File: config.mk
export PLATFORM = sky130hd
export DESIGN_NAME = inst_fetch_unit_flat
export DESIGN_NICKNAME = d
export VERILOG_FILES = /design/src/rtl/ifu_pkg.sv /design/src/rtl/ifu_if.sv /design/src/rtl/ifu_fifo.sv /design/src/rtl/inst_fetch_unit.sv /design/src/flat_wrapper.sv
export SDC_FILE = /design/constraint.sdc
export NUM_CORES = 1
export LEC_CHECK = 0
export ABC_AREA = 1
export CORE_MARGIN = 2
export CORE_UTILIZATION = 53
export CTS_CLUSTER_SIZE = 16
export DETAILED_ROUTE_END_ITERATION = 8
export PLACE_DENSITY_LB_ADDON = 0.08
export SLEW_MARGIN = 0
export SYNTH_ARGS = -nofsm -noshare
export SYNTH_HDL_FRONTEND = slang
export SYNTH_SLANG_ARGS = --single-unit
File: constraint.sdc
create_clock -name clk -period 12.7 [get_ports clk]
set_input_delay 3.175 -clock clk [delete_from_list [all_inputs] [get_ports clk]]
set_output_delay 3.175 -clock clk [all_outputs]
set_load 0.01 [all_outputs]
File: src/rtl/ifu_pkg.sv
// Shared definitions for the instruction fetch unit: FSM encoding, NOP word, helpers.
// Build option IFU_MISALIGN_CHK_EN (see inst_fetch_unit) uses is_misaligned().
package ifu_pkg;

  typedef enum logic [1:0] {
    IDLE  = 2'd0,
    REQ   = 2'd1,
    WAIT  = 2'd2,
    DRAIN = 2'd3
  } ifu_state_e;

  localparam logic [31:0] IFU_NOP = 32'h0000_0013;

  function automatic logic is_misaligned(input logic [1:0] lsb);
    return lsb != 2'b00;
  endfunction

endpackage

File: src/rtl/ifu_if.sv
// Bundle of the PC, memory and decode handshakes around the fetch unit.
// slave = the fetch unit itself, master = whatever surrounds it.
interface ifu_if #(
  parameter int AW = 32
);
  logic          pc_valid_i;
  logic [AW-1:0] pc_addr_i;
  logic          pc_ready_o;
  logic          flush_i;
  logic          mem_req_o;
  logic [AW-1:0] mem_addr_o;
  logic          mem_gnt_i;
  logic          mem_rvalid_i;
  logic [31:0]   mem_rdata_i;
  logic          inst_valid_o;
  logic [31:0]   inst_o;
  logic [AW-1:0] inst_addr_o;
  logic          inst_err_o;
  logic          inst_ready_i;

  modport slave (
    input  pc_valid_i, pc_addr_i, flush_i, mem_gnt_i, mem_rvalid_i, mem_rdata_i, inst_ready_i,
    output pc_ready_o, mem_req_o, mem_addr_o, inst_valid_o, inst_o, inst_addr_o, inst_err_o
  );

  modport master (
    output pc_valid_i, pc_addr_i, flush_i, mem_gnt_i, mem_rvalid_i, mem_rdata_i, inst_ready_i,
    input  pc_ready_o, mem_req_o, mem_addr_o, inst_valid_o, inst_o, inst_addr_o, inst_err_o
  );
endinterface

File: src/rtl/ifu_fifo.sv
// Instruction buffer: DEPTH entries of W bits, head readable combinationally.
// Pointers carry one extra wrap bit so full and empty are distinguishable.
module ifu_fifo #(
  parameter int W     = 65,
  parameter int DEPTH = 2
) (
  input  logic         clk,
  input  logic         reset_n,
  input  logic         flush_i,
  input  logic         push_i,
  input  logic [W-1:0] data_i,
  input  logic         pop_i,
  output logic [W-1:0] data_o,
  output logic         full_o,
  output logic         empty_o
);

  localparam int PW = (DEPTH > 1) ? $clog2(DEPTH) : 1;

  logic [PW:0]  wr_ptr_q, wr_ptr_d;
  logic [PW:0]  rd_ptr_q, rd_ptr_d;
  logic [W-1:0] mem_q [DEPTH];
  logic         push_en;
  logic         pop_en;

  assign empty_o = (wr_ptr_q == rd_ptr_q);
  assign full_o  = (wr_ptr_q[PW] != rd_ptr_q[PW]) &&
                   (wr_ptr_q[PW-1:0] == rd_ptr_q[PW-1:0]);

  // A flush overrides any push or pop arriving in the same cycle.
  assign push_en = push_i && !full_o && !flush_i;
  assign pop_en  = pop_i && !empty_o && !flush_i;

  always_comb begin
    wr_ptr_d = wr_ptr_q;
    rd_ptr_d = rd_ptr_q;
    if (flush_i) begin
      wr_ptr_d = '0;
      rd_ptr_d = '0;
    end else begin
      if (push_en) wr_ptr_d = wr_ptr_q + (PW+1)'(1);
      if (pop_en)  rd_ptr_d = rd_ptr_q + (PW+1)'(1);
    end
  end

  always_ff @(posedge clk or negedge reset_n) begin
    if (!reset_n) begin
      wr_ptr_q <= '0;
      rd_ptr_q <= '0;
    end else begin
      wr_ptr_q <= wr_ptr_d;
      rd_ptr_q <= rd_ptr_d;
    end
  end

  always_ff @(posedge clk) begin
    if (push_en) mem_q[wr_ptr_q[PW-1:0]] <= data_i;
  end

  assign data_o = mem_q[rd_ptr_q[PW-1:0]];

endmodule

File: src/rtl/inst_fetch_unit.sv
// Single-outstanding instruction fetch unit feeding a small decode buffer.
// Define IFU_MISALIGN_CHK_EN to trap misaligned PCs locally instead of fetching them.
module inst_fetch_unit
  import ifu_pkg::*;
#(
  parameter int DEPTH = 2,
  parameter int AW    = 32
) (
  input  logic clk,
  input  logic reset_n,
  ifu_if.slave bus
);

  localparam int W = AW + 33;

  ifu_state_e    state_q, state_d;
  logic [AW-1:0] addr_q, addr_d;

  logic          misaligned;
  logic          mem_req;
  logic          push;
  logic [31:0]   push_inst;
  logic          push_err;
  logic [W-1:0]  push_data;
  logic [W-1:0]  head_data;
  logic          fifo_full;
  logic          fifo_empty;
  logic          pc_ready;

`ifdef IFU_MISALIGN_CHK_EN
  assign misaligned     = is_misaligned(addr_q[1:0]);
  assign bus.mem_addr_o = addr_q;
`else
  assign misaligned     = 1'b0;
  assign bus.mem_addr_o = {addr_q[AW-1:2], 2'b00};
`endif

  assign pc_ready = (state_q == IDLE) && !bus.flush_i && !fifo_full;

  always_comb begin
    state_d   = state_q;
    addr_d    = addr_q;
    mem_req   = 1'b0;
    push      = 1'b0;
    push_inst = bus.mem_rdata_i;
    push_err  = 1'b0;
    case (state_q)
      IDLE: begin
        if (bus.pc_valid_i && pc_ready) begin
          addr_d  = bus.pc_addr_i;
          state_d = REQ;
        end
      end
      REQ: begin
        if (misaligned) begin
          // Trapped locally: a NOP tagged with the error bit stands in for the fetch.
          push      = !bus.flush_i;
          push_inst = IFU_NOP;
          push_err  = 1'b1;
          state_d   = IDLE;
        end else begin
          mem_req = 1'b1;
          if (bus.flush_i) begin
            state_d = bus.mem_gnt_i ? DRAIN : IDLE;
          end else if (bus.mem_gnt_i) begin
            state_d = WAIT;
          end
        end
      end
      WAIT: begin
        if (bus.mem_rvalid_i) begin
          push    = !bus.flush_i;
          state_d = IDLE;
        end else if (bus.flush_i) begin
          state_d = DRAIN;
        end
      end
      DRAIN: begin
        if (bus.mem_rvalid_i) state_d = IDLE;
      end
      default: state_d = IDLE;
    endcase
  end

  always_ff @(posedge clk or negedge reset_n) begin
    if (!reset_n) begin
      state_q <= IDLE;
      addr_q  <= '0;
    end else begin
      state_q <= state_d;
      addr_q  <= addr_d;
    end
  end

  assign push_data = {addr_q, push_inst, push_err};

  ifu_fifo #(
    .W     (W),
    .DEPTH (DEPTH)
  ) u_fifo (
    .clk     (clk),
    .reset_n (reset_n),
    .flush_i (bus.flush_i),
    .push_i  (push),
    .data_i  (push_data),
    .pop_i   (bus.inst_ready_i),
    .data_o  (head_data),
    .full_o  (fifo_full),
    .empty_o (fifo_empty)
  );

  assign bus.pc_ready_o   = pc_ready;
  assign bus.mem_req_o    = mem_req;
  assign bus.inst_valid_o = !fifo_empty;
  assign bus.inst_addr_o  = head_data[W-1 -: AW];
  assign bus.inst_o       = head_data[32:1];
  assign bus.inst_err_o   = head_data[0];

endmodule

File: src/flat_wrapper.sv
// flat-port wrapper written by rule: the top's interface ports become plain ports
module inst_fetch_unit_flat import ifu_pkg::*;
#(
  parameter int DEPTH = 2,
  parameter int AW    = 32
)
  (clk, reset_n, bus_pc_valid_i, bus_pc_addr_i, bus_flush_i, bus_mem_gnt_i, bus_mem_rvalid_i, bus_mem_rdata_i, bus_inst_ready_i, bus_pc_ready_o, bus_mem_req_o, bus_mem_addr_o, bus_inst_valid_o, bus_inst_o, bus_inst_addr_o, bus_inst_err_o);
  ifu_if #(.AW(AW)) bus_i ();
  input  logic clk;
  input  logic reset_n;
  input wire logic [$bits(bus_i.pc_valid_i)-1:0] bus_pc_valid_i;
  input wire logic [$bits(bus_i.pc_addr_i)-1:0] bus_pc_addr_i;
  input wire logic [$bits(bus_i.flush_i)-1:0] bus_flush_i;
  input wire logic [$bits(bus_i.mem_gnt_i)-1:0] bus_mem_gnt_i;
  input wire logic [$bits(bus_i.mem_rvalid_i)-1:0] bus_mem_rvalid_i;
  input wire logic [$bits(bus_i.mem_rdata_i)-1:0] bus_mem_rdata_i;
  input wire logic [$bits(bus_i.inst_ready_i)-1:0] bus_inst_ready_i;
  output wire logic [$bits(bus_i.pc_ready_o)-1:0] bus_pc_ready_o;
  output wire logic [$bits(bus_i.mem_req_o)-1:0] bus_mem_req_o;
  output wire logic [$bits(bus_i.mem_addr_o)-1:0] bus_mem_addr_o;
  output wire logic [$bits(bus_i.inst_valid_o)-1:0] bus_inst_valid_o;
  output wire logic [$bits(bus_i.inst_o)-1:0] bus_inst_o;
  output wire logic [$bits(bus_i.inst_addr_o)-1:0] bus_inst_addr_o;
  output wire logic [$bits(bus_i.inst_err_o)-1:0] bus_inst_err_o;
  assign bus_i.pc_valid_i = bus_pc_valid_i;
  assign bus_i.pc_addr_i = bus_pc_addr_i;
  assign bus_i.flush_i = bus_flush_i;
  assign bus_i.mem_gnt_i = bus_mem_gnt_i;
  assign bus_i.mem_rvalid_i = bus_mem_rvalid_i;
  assign bus_i.mem_rdata_i = bus_mem_rdata_i;
  assign bus_i.inst_ready_i = bus_inst_ready_i;
  assign bus_pc_ready_o = bus_i.pc_ready_o;
  assign bus_mem_req_o = bus_i.mem_req_o;
  assign bus_mem_addr_o = bus_i.mem_addr_o;
  assign bus_inst_valid_o = bus_i.inst_valid_o;
  assign bus_inst_o = bus_i.inst_o;
  assign bus_inst_addr_o = bus_i.inst_addr_o;
  assign bus_inst_err_o = bus_i.inst_err_o;
  inst_fetch_unit #(.DEPTH(DEPTH), .AW(AW)) u_core (.clk(clk), .reset_n(reset_n), .bus(bus_i));
endmodule
---- Word level (Yosys, flattened, before mapping) ----
Memories as Yosys holds them, arrays and structs flattened.
Cells that the tools add are included.
operators by class
  $add $sub $neg .......................... 2
  equal/unequal tests ..................... 10
  mux-type cells .......................... 17
  reductions and logical operators ........ 16
operator list
  operator               number
  $mux W2                11
  $logic_and A1 B1 Y1    8
  $pmux W2 S4            1
  $ne A3 B3 Y1 const B   2
  $mux W1                5
  $add A2 B1 Y2 const B  2
  $eq A2 B2 Y1 const B   2
  $ne A2 B2 Y1 const B   2
  $reduce_and A4 Y1      1
  $reduce_bool A2 Y1     2
  $logic_not A1 Y1       3
  $eq A2 B1 Y1 const B   1
  $eq A2 B2 Y1           1
  $logic_not A2 Y1       1
  $reduce_and A2 Y1      1
  $eq A1 B1 Y1           1
  $ne A1 B1 Y1           1
word-level totals
  flip-flop bits (word level) ............. 38
  memory bits (writable) .................. 128
  input port bits ......................... 71
  output and inout bits ................... 100
  logic and storage cells ................. 50
  memories kept ........................... 1
memories
  name                 words  width  read ports  clocked after memory_dff  write ports  line            RTL
  u_core.u_fifo.mem_q  2      64     1           0                         1            ifu_fifo.sv:22  logic [W-1:0] mem_q [DEPTH];

---- Logic depth before layout (Yosys ltp) ----
Gate-level depths: netlist of the first run.
  depth after elaboration ................. 7
  mapped depth ............................ 11
  mapped depth without buffers ............ 9

---- Hierarchy ----
From an unflattened synthesis of the first run, not the netlist that was laid out.
unflattened totals
  cell total of the unflattened synthesis .. 592
  area, all modules ....................... 6,770.2 um^2
by module, submodules not included
  module           times used  cells each  area each (um^2)
  ifu_fifo         1           385         5,047.3
  inst_fetch_unit  1           207         1,722.9

---- Worst setup path before layout of the first run ----
Ideal clock, no wire load.
  kind .................................... input to register
  start ................................... in bus_mem_rvalid_i
  end ..................................... mem u_core.u_fifo.mem_q[0][0] (netlist bit), enable pin
  library setup time ...................... 0.486 ns
  data arrival time ....................... 6.183 ns
  data required time ...................... 12.214 ns
  path slack .............................. 6.031 ns
  stages on the path ...................... 4
  path buffers ............................ 0
  cells stage by stage .................... inv_1 > nor3_1 > nand2_1 > nor2_1
on the way
  cells in the longest elaborated chain, start to end .. 6
RTL lines
  element                            line                   RTL
  from (decl)                        flat_wrapper.sv:15     input wire logic [$bits(bus_i.mem_rvalid_i)-1:0] bus_mem_rvalid_i;
  $mux W1                            inst_fetch_unit.sv:71  if (bus.mem_rvalid_i) begin
  $mux W1                            n/a
  $logic_and A1 B1 Y1 (2 in series)  ifu_fifo.sv:31         assign push_en = push_i && !full_o && !flush_i;
  $mux W1                            ifu_fifo.sv:57         if (push_en) mem_q[wr_ptr_q[PW-1:0]] <= data_i;
  $mux W1 (implied by the code)      ifu_fifo.sv:57
  to (decl)                          ifu_fifo.sv:22
No other way between the ends.

---- Final worst setup path of the first run ----
  start ................................... in bus_flush_i
  end ..................................... out bus_pc_ready_o
on the way
  cells in the longest elaborated chain, start to end .. 3
RTL lines
  element                            line                   RTL
  from (decl)                        flat_wrapper.sv:13     input wire logic [$bits(bus_i.flush_i)-1:0] bus_flush_i;
  $logic_not A1 Y1                   inst_fetch_unit.sv:38  assign pc_ready = (state_q == IDLE) && !bus.flush_i && !fifo_full;
  $logic_and A1 B1 Y1 (2 in series)  inst_fetch_unit.sv:38
  to (decl)                          flat_wrapper.sv:18     output wire logic [$bits(bus_i.pc_ready_o)-1:0] bus_pc_ready_o;
No other way between the ends.

==> results of run 1 <==
report_power, final:
part	total, mW	leakage [nW]	switching [mW]	internal [mW]
clock	0.468	0.248	0.198	0.270
sequential	0.737	1.64	0.0562	0.681
combinational	0.502	1.75	0.249	0.253
total	1.71	3.63	0.504	1.20
cell usage in the layout, fill, tap and decap left out, drive strengths merged, types with 2 or more instances in the layout:
cell           instances
nand2                249
clkdlybuf4s50        166
edfxtp               128
inv                   47
dfrtp                 38
o21ai                 34
clkbuf                21
nand3                 12
buf                    6
clkinvlp               5
nor2                   4
conb                   3
clkinv                 3
a21oi                  2
xor2                   2
path summary, 6_finish.rpt:
kind	slack, ns	depth (start not counted)	to	start
hold reg to reg	0.47	0	u_core.u_fifo.mem_q[1][32]$_DFFE_PP_	u_core.addr_q[0]$_DFFE_PN0P_
setup reg to reg	9.71	7	u_core.u_fifo.mem_q[0][46]$_DFFE_PP_	u_core.u_fifo.rd_ptr_q[0]$_DFFE_PN0P_
hold / removal	0.47	0	u_core.u_fifo.mem_q[1][32]$_DFFE_PP_	u_core.addr_q[0]$_DFFE_PN0P_
setup / recovery	4.98	4	bus_pc_ready_o	bus_flush_i
max in group asynchronous	9.16	1	u_core.u_fifo.rd_ptr_q[0]$_DFFE_PN0P_	reset_n
min in group asynchronous	2.90	1	u_core.addr_q[3]$_DFFE_PN0P_	reset_n
cell type report:
class | instances | area (sq um)
clock buffers | 21 | 440
clock inverters | 11 | 103
fillers | 862 | 3410
inverters | 45 | 169
multi-input cells | 308 | 1330
flip-flops and latches | 166 | 4800
well taps | 168 | 210
repair buffers | 172 | 1700
worst max-delay path: stages:
cell and delay, ns:
clkdlybuf4s50_1 0.50, nor2_1 0.19, and2_1 0.14, clkdlybuf4s50_1 0.53
cell families after synthesis:
group	synth area share
xor+xnor	0.00263
flops	0.720
buf+inv	0.0832
other cells	0.000563
simple gates	0.154
compound gates	0.0395
layer usage:
layer	routed length [um]	track usage	up-vias
met1	5420	0.242	2033
met2	6460	0.330	141
li1	-	-	2093
met4	174	0.0746	0
met5	0	0	-
met3	938	0.0654	14
flip-flops by register name (all words and copies together) (netlist names):
signal                  flops
u_core.state_q              2
u_core.u_fifo.mem_q       128
u_core.u_fifo.wr_ptr_q      2
u_core.addr_q              32
u_core.u_fifo.rd_ptr_q      2
cells in the mapped netlist, drive strengths merged:
cell type	n	area share
o21ai	34	0.038
nand2	249	0.14
xor2	2	0.0026
edfxtp	128	0.58
nor2	4	0.0023
a21oi	2	0.0015
and2	1	0.00094
nor3	1	0.00075
buf	46	0.053
clkbuf	9	0.0053
nand3	12	0.0098
dfrtp	38	0.14
conb	1	0.00056
inv	45	0.025
stage by stage:
stage / std cells / total power [mW]
after detailed placement: 859 / 1.25
final: 891 / 1.71
after global routing: 891 / 1.80
after global placement: 859 / 1.24
after CTS: 891 / 1.73
after floorplan: 574 / 1.04
==> results.rst, run 1 <==
.. list-table::
   :header-rows: 1

   * - Metric
     - Value
   * - Result of the run
     - completed
   * - Req. time, crit path
     - 9.52 ns
   * - Initial core utilization
     - 0.548
   * - Via count of the first global-routing pass
     - 4110
   * - Clock tree from TritonCTS
     - done
   * - Count of final setup violators
     - 0
   * - Summed area of non-filler cells in the final layout
     - 8750 sq um
   * - Setup repair after global routing missed its margin
     - no
   * - Routed vias
     - 4281
   * - Number of violations of the max-capacitance limit
     - 0
   * - Inserted Diodes
     - 0
   * - Share of the clock period used by the worst path
     - 0.608
   * - Arrival time at the worst endpoint
     - 4.54 ns
   * - Proportion of layout cells with a drive suffix above 1
     - 0.0830
   * - Post-CTS setup buffer count
     - 0
   * - Yosys warning count
     - 0
   * - Power Dens Cells
     - 195 nW/um^2
   * - Die Height
     - 116 um
   * - Leakage power
     - 3.63 nW
   * - Signed area change from the synthesized netlist to the final layout
     - 31.4%
   * - Number of antenna-violating nets in the routed design
     - 0
   * - Total clock buffers created by CTS
     - 17
   * - Count of cell types in the netlist
     - 21
   * - Syn avg cell area
     - 11.6 sq um
   * - Post-layout min period
     - 7.72 ns
   * - DP Wirelength
     - 8220 um
   * - Max-slew headroom at the worst pin
     - 0.327
   * - Routability congestion estimate
     - 0.733
   * - Setup TNS after final layout
     - 0 ns
   * - Insertion delay of the later-clocked pin in the worst-skew pair
     - 0.41 ns
   * - Actual slew at the worst max-slew pin
     - 1.01 ns
   * - Count of pins over their slew limit
     - 0
   * - CP max FO
     - 6
   * - Hold violation total from the final report
     - 0
   * - Wire length reported by the detailed router
     - 13000 um
   * - Clock skew after layout
     - 0.00549 ns
   * - Hold/Removal Path Class
     - register to register
   * - Highest attainable clock frequency
     - 0.130 GHz
   * - Number of hold buffers added after CTS
     - 0
   * - Number of instances resized during post-cts repair
     - 0
   * - Final Worst Setup Slack
     - 4.98 ns
   * - Crit Path Class
     - primary input to output port
   * - Post-synthesis sequential element count
     - 166
   * - Largest net degree at the start of global routing
     - 68
   * - Row count
     - 40
   * - Finished Core Util
     - 0.719
   * - Clock Root Buffer
     - clkbuf_16
   * - Maximum count of clock buffers along a single path
     - 2
   * - Number of nets in the finished design
     - 781
   * - Number of DRC violations after detailed routing
     - 0
   * - Post-synthesis instance area
     - 6660 sq um
   * - Drt via density
     - 4.80
   * - Number of instances in the synthesized netlist
     - 572
   * - Wire length of the first global-routing pass
     - 19900 um
   * - Portion of the post-synthesis area used by sequential elements
     - 0.720
   * - Clock transition at the registers of the reported paths
     - 0.06 ns
   * - Worst setup slack before clock tree synthesis
     - 4.98 ns
   * - Antenna violations before repair
     - 0
   * - Fin Hold WS
     - 0.470 ns
   * - Number of DRC markers after the initial detailed-route iteration
     - 263
   * - Total congestion overflow
     - 0
   * - Die W
     - 116 um
   * - First-pass DRT Iterations
     - 4
   * - Total I/O pin count
     - 171
   * - Launching element type of the critical path
     - primary input
   * - Post-Place Cell Area
     - 8200 sq um
   * - Core footprint
     - 12200 sq um
   * - Endpoint type of the worst setup path
     - output port
   * - Die footprint
     - 13500 sq um
   * - Htree depth
     - 4
   * - CTS sink count
     - 166
   * - Maximum vdd ir drop
     - 0.121 mV
   * - Quantity of I/O buffers inserted on ports
     - 167
   * - Average wire length per cell after detail routing
     - 14.6 um
   * - Global-route usage over all layers
     - 0.198
No activity file was read; power rests on OpenSTA's default activity.
==> inputs of run 2 (changes only) <==
CORE_UTILIZATION = 49   (was 53)
clock period = 8 ns   (was 12.7 ns; I/O delays follow)
==> run 2 against run 1 <==
  * Register-to-register slack got worse by 4.7 ns
  * Sequential power increased by 59%
  * Clock skew increased by 0.0016 ns
  * Setup slack got worse by 2.3 ns
  * Global-route usage decreased by 1.8 points
  * Combinational power increased by 58%
  * Via count decreased by 1.7%
  * Hold slack improved by 0.0047 ns
  * Clock-buffer cell count increased by 1
  * Utilization decreased by 5.5 points
  * Final area increased by 0.63%
  * Critical endpoint unchanged
==> results.rst, run 2 (synthesized netlist as in run 1, its figures left out) <==
.. list-table::
   :header-rows: 1

   * - Metric
     - Value
   * - Final Worst Setup Slack
     - 2.64 ns (was 4.98 ns)
   * - Crit Path Class
     - primary input to output port (unchanged)
   * - Req. time, crit path
     - 6.00 ns (was 9.52 ns)
   * - Clock skew after layout
     - 0.00711 ns (was 0.00549 ns)
   * - CTS sink count
     - 166 (unchanged)
   * - Via count of the first global-routing pass
     - 4029 (was 4110)
   * - Clock Root Buffer
     - clkbuf_16 (unchanged)
   * - Wire length of the first global-routing pass
     - 19700 um (was 19900 um)
   * - Number of nets in the finished design
     - 780 (was 781)
   * - Setup repair after global routing missed its margin
     - no (unchanged)
   * - Average wire length per cell after detail routing
     - 14.2 um (was 14.6 um)
   * - Hold violation total from the final report
     - 0 (unchanged)
   * - Count of final setup violators
     - 0 (unchanged)
   * - Insertion delay of the later-clocked pin in the worst-skew pair
     - 0.41 ns (about the same)
   * - DP Wirelength
     - 7930 um (was 8220 um)
   * - Htree depth
     - 4 (unchanged)
   * - Total congestion overflow
     - 0 (unchanged)
   * - Number of antenna-violating nets in the routed design
     - 0 (unchanged)
   * - Number of violations of the max-capacitance limit
     - 0 (unchanged)
   * - Actual slew at the worst max-slew pin
     - 1.17 ns (was 1.01 ns)
   * - Count of pins over their slew limit
     - 0 (unchanged)
   * - Routed vias
     - 4208 (was 4281)
   * - Arrival time at the worst endpoint
     - 3.36 ns (was 4.54 ns)
   * - Leading cell type in the layout, fill and taps excluded
     - nand2_1 (unchanged)
   * - Routability congestion estimate
     - 0.739 (was 0.733)
   * - Total clock buffers created by CTS
     - 17 (unchanged)
   * - Share of the clock period used by the worst path
     - 0.670
   * - First-pass DRT Iterations
     - 4 (unchanged)
   * - CP max FO
     - 6 (unchanged)
   * - Number of instances resized during post-cts repair
     - 0 (unchanged)
   * - Commonest non-fill, non-tap cells in the layout
     - 249 x nand2_1, 166 x clkdlybuf4s50_1, 128 x edfxtp_1 (unchanged)
   * - Power Dens Cells
     - 315 nW/um^2 (was 195 nW/um^2)
   * - Global-route usage over all layers
     - 0.180 (was 0.198)
   * - Die Height
     - 121 um (was 116 um)
   * - Die W
     - 121 um (was 116 um)
   * - Setup TNS after final layout
     - 0 ns (unchanged)
   * - Post-layout min period
     - 5.36 ns
   * - Number of DRC violations after detailed routing
     - 0 (unchanged)
   * - Core footprint
     - 13200 sq um (was 12200 sq um)
   * - Die footprint
     - 14500 sq um (was 13500 sq um)
   * - Launching element type of the critical path
     - primary input (unchanged)
   * - Inserted Diodes
     - 0 (unchanged)
   * - Initial core utilization
     - 0.503 (was 0.548)
   * - Clock transition at the registers of the reported paths
     - 0.06 ns (about the same)
   * - Quantity of I/O buffers inserted on ports
     - 167 (unchanged)
   * - Highest attainable clock frequency
     - 0.186 GHz
   * - Number of DRC markers after the initial detailed-route iteration
     - 309 (was 263)
   * - Drt via density
     - 4.69 (was 4.80)
   * - Antenna violations before repair
     - 0 (unchanged)
   * - Worst setup slack before clock tree synthesis
     - 2.63 ns (was 4.98 ns)
   * - Maximum count of clock buffers along a single path
     - 2 (unchanged)
   * - Post-CTS setup buffer count
     - 0 (unchanged)
   * - Maximum vdd ir drop
     - 0.157 mV (was 0.121 mV)
   * - Total I/O pin count
     - 171 (unchanged)
   * - Result of the run
     - completed (unchanged)
   * - Signed area change from the synthesized netlist to the final layout
     - 32.2% (was 31.4%)
   * - Row count
     - 42 (was 40)
   * - Hold/Removal Path Class
     - register to register (unchanged)
   * - Flip-flop count of the largest register, all copies and words added
     - 128 (unchanged)
   * - Endpoint type of the worst setup path
     - output port (unchanged)
   * - Largest net degree at the start of global routing
     - 68 (unchanged)
   * - Leakage power
     - 3.66 nW (was 3.63 nW)
   * - Number of hold buffers added after CTS
     - 0 (unchanged)
   * - Proportion of layout cells with a drive suffix above 1
     - 0.0845 (was 0.0830)
   * - Max-slew headroom at the worst pin
     - 0.217 (was 0.327)
   * - Clock tree from TritonCTS
     - done (unchanged)
   * - Wire length reported by the detailed router
     - 12800 um (was 13000 um)
run 2: cell type report:
cell class                      instances  area (sq um)
Sequential cell                       166          4800
Fill cell                            1020          4440
Timing Repair Buffer                  171          1700
Multi-Input combinational cell        308          1330
Clock buffer                           22           474
Tap cell                              176           220
Inverter                               45           169
Clock inverter                         10           121
run 2: path summary, 6_finish.rpt:
path	endpoint	slack, ns	start	cells past startpoint
max	bus_pc_ready_o	2.64	bus_flush_i	4
min	u_core.u_fifo.mem_q[1][33]$_DFFE_PP_	0.48	u_core.addr_q[1]$_DFFE_PN0P_	0
max reg2reg	u_core.u_fifo.mem_q[0][43]$_DFFE_PP_	5.01	u_core.u_fifo.rd_ptr_q[0]$_DFFE_PN0P_	7
min reg2reg	u_core.u_fifo.mem_q[1][33]$_DFFE_PP_	0.48	u_core.addr_q[1]$_DFFE_PN0P_	0
max in group asynchronous	u_core.u_fifo.rd_ptr_q[0]$_DFFE_PN0P_	5.64	reset_n	1
min in group asynchronous	u_core.addr_q[5]$_DFFE_PN0P_	1.73	reset_n	1
run 2: per-stage QoR:
step | power (mW) | utilization | area, sq um | std cells | hold slack (ns)
2_1_floorplan | 1.65 | - | 6670 | 574 | 0.441
3_3_place_gp | 1.97 | 0.620 | 8210 | 866 | 0.447
3_5_place_dp | 1.99 | 0.620 | 8210 | 866 | 0.462
4_1_cts | 2.80 | 0.665 | 8800 | 898 | 0.479
5_1_grt | 2.91 | 0.665 | 8800 | 898 | 0.498
6_report | 2.77 | 0.665 | 8800 | 898 | 0.475
run 2: critical path: stages:
cell	delay [ns]
clkdlybuf4s50_1	0.50
nor2_1	0.19
and2_1	0.15
clkdlybuf4s50_1	0.53
run 2: report_power, final:
| part | switching, mW | total (mW) | leakage (nW) | internal [mW] |
|---|---|---|---|---|
| Combinational | 0.394 | 0.795 | 1.75 | 0.401 |
| Clock | 0.318 | 0.805 | 0.281 | 0.487 |
| Sequential | 0.0879 | 1.17 | 1.64 | 1.08 |
run 2: per-layer routing:
metal	vias to the layer above	share of wire	GRT usage
met5	-	0	0
met4	0	0.011	0.0756
met3	13	0.066	0.0476
met2	142	0.51	0.302
met1	1961	0.41	0.221
li1	2092	-	-
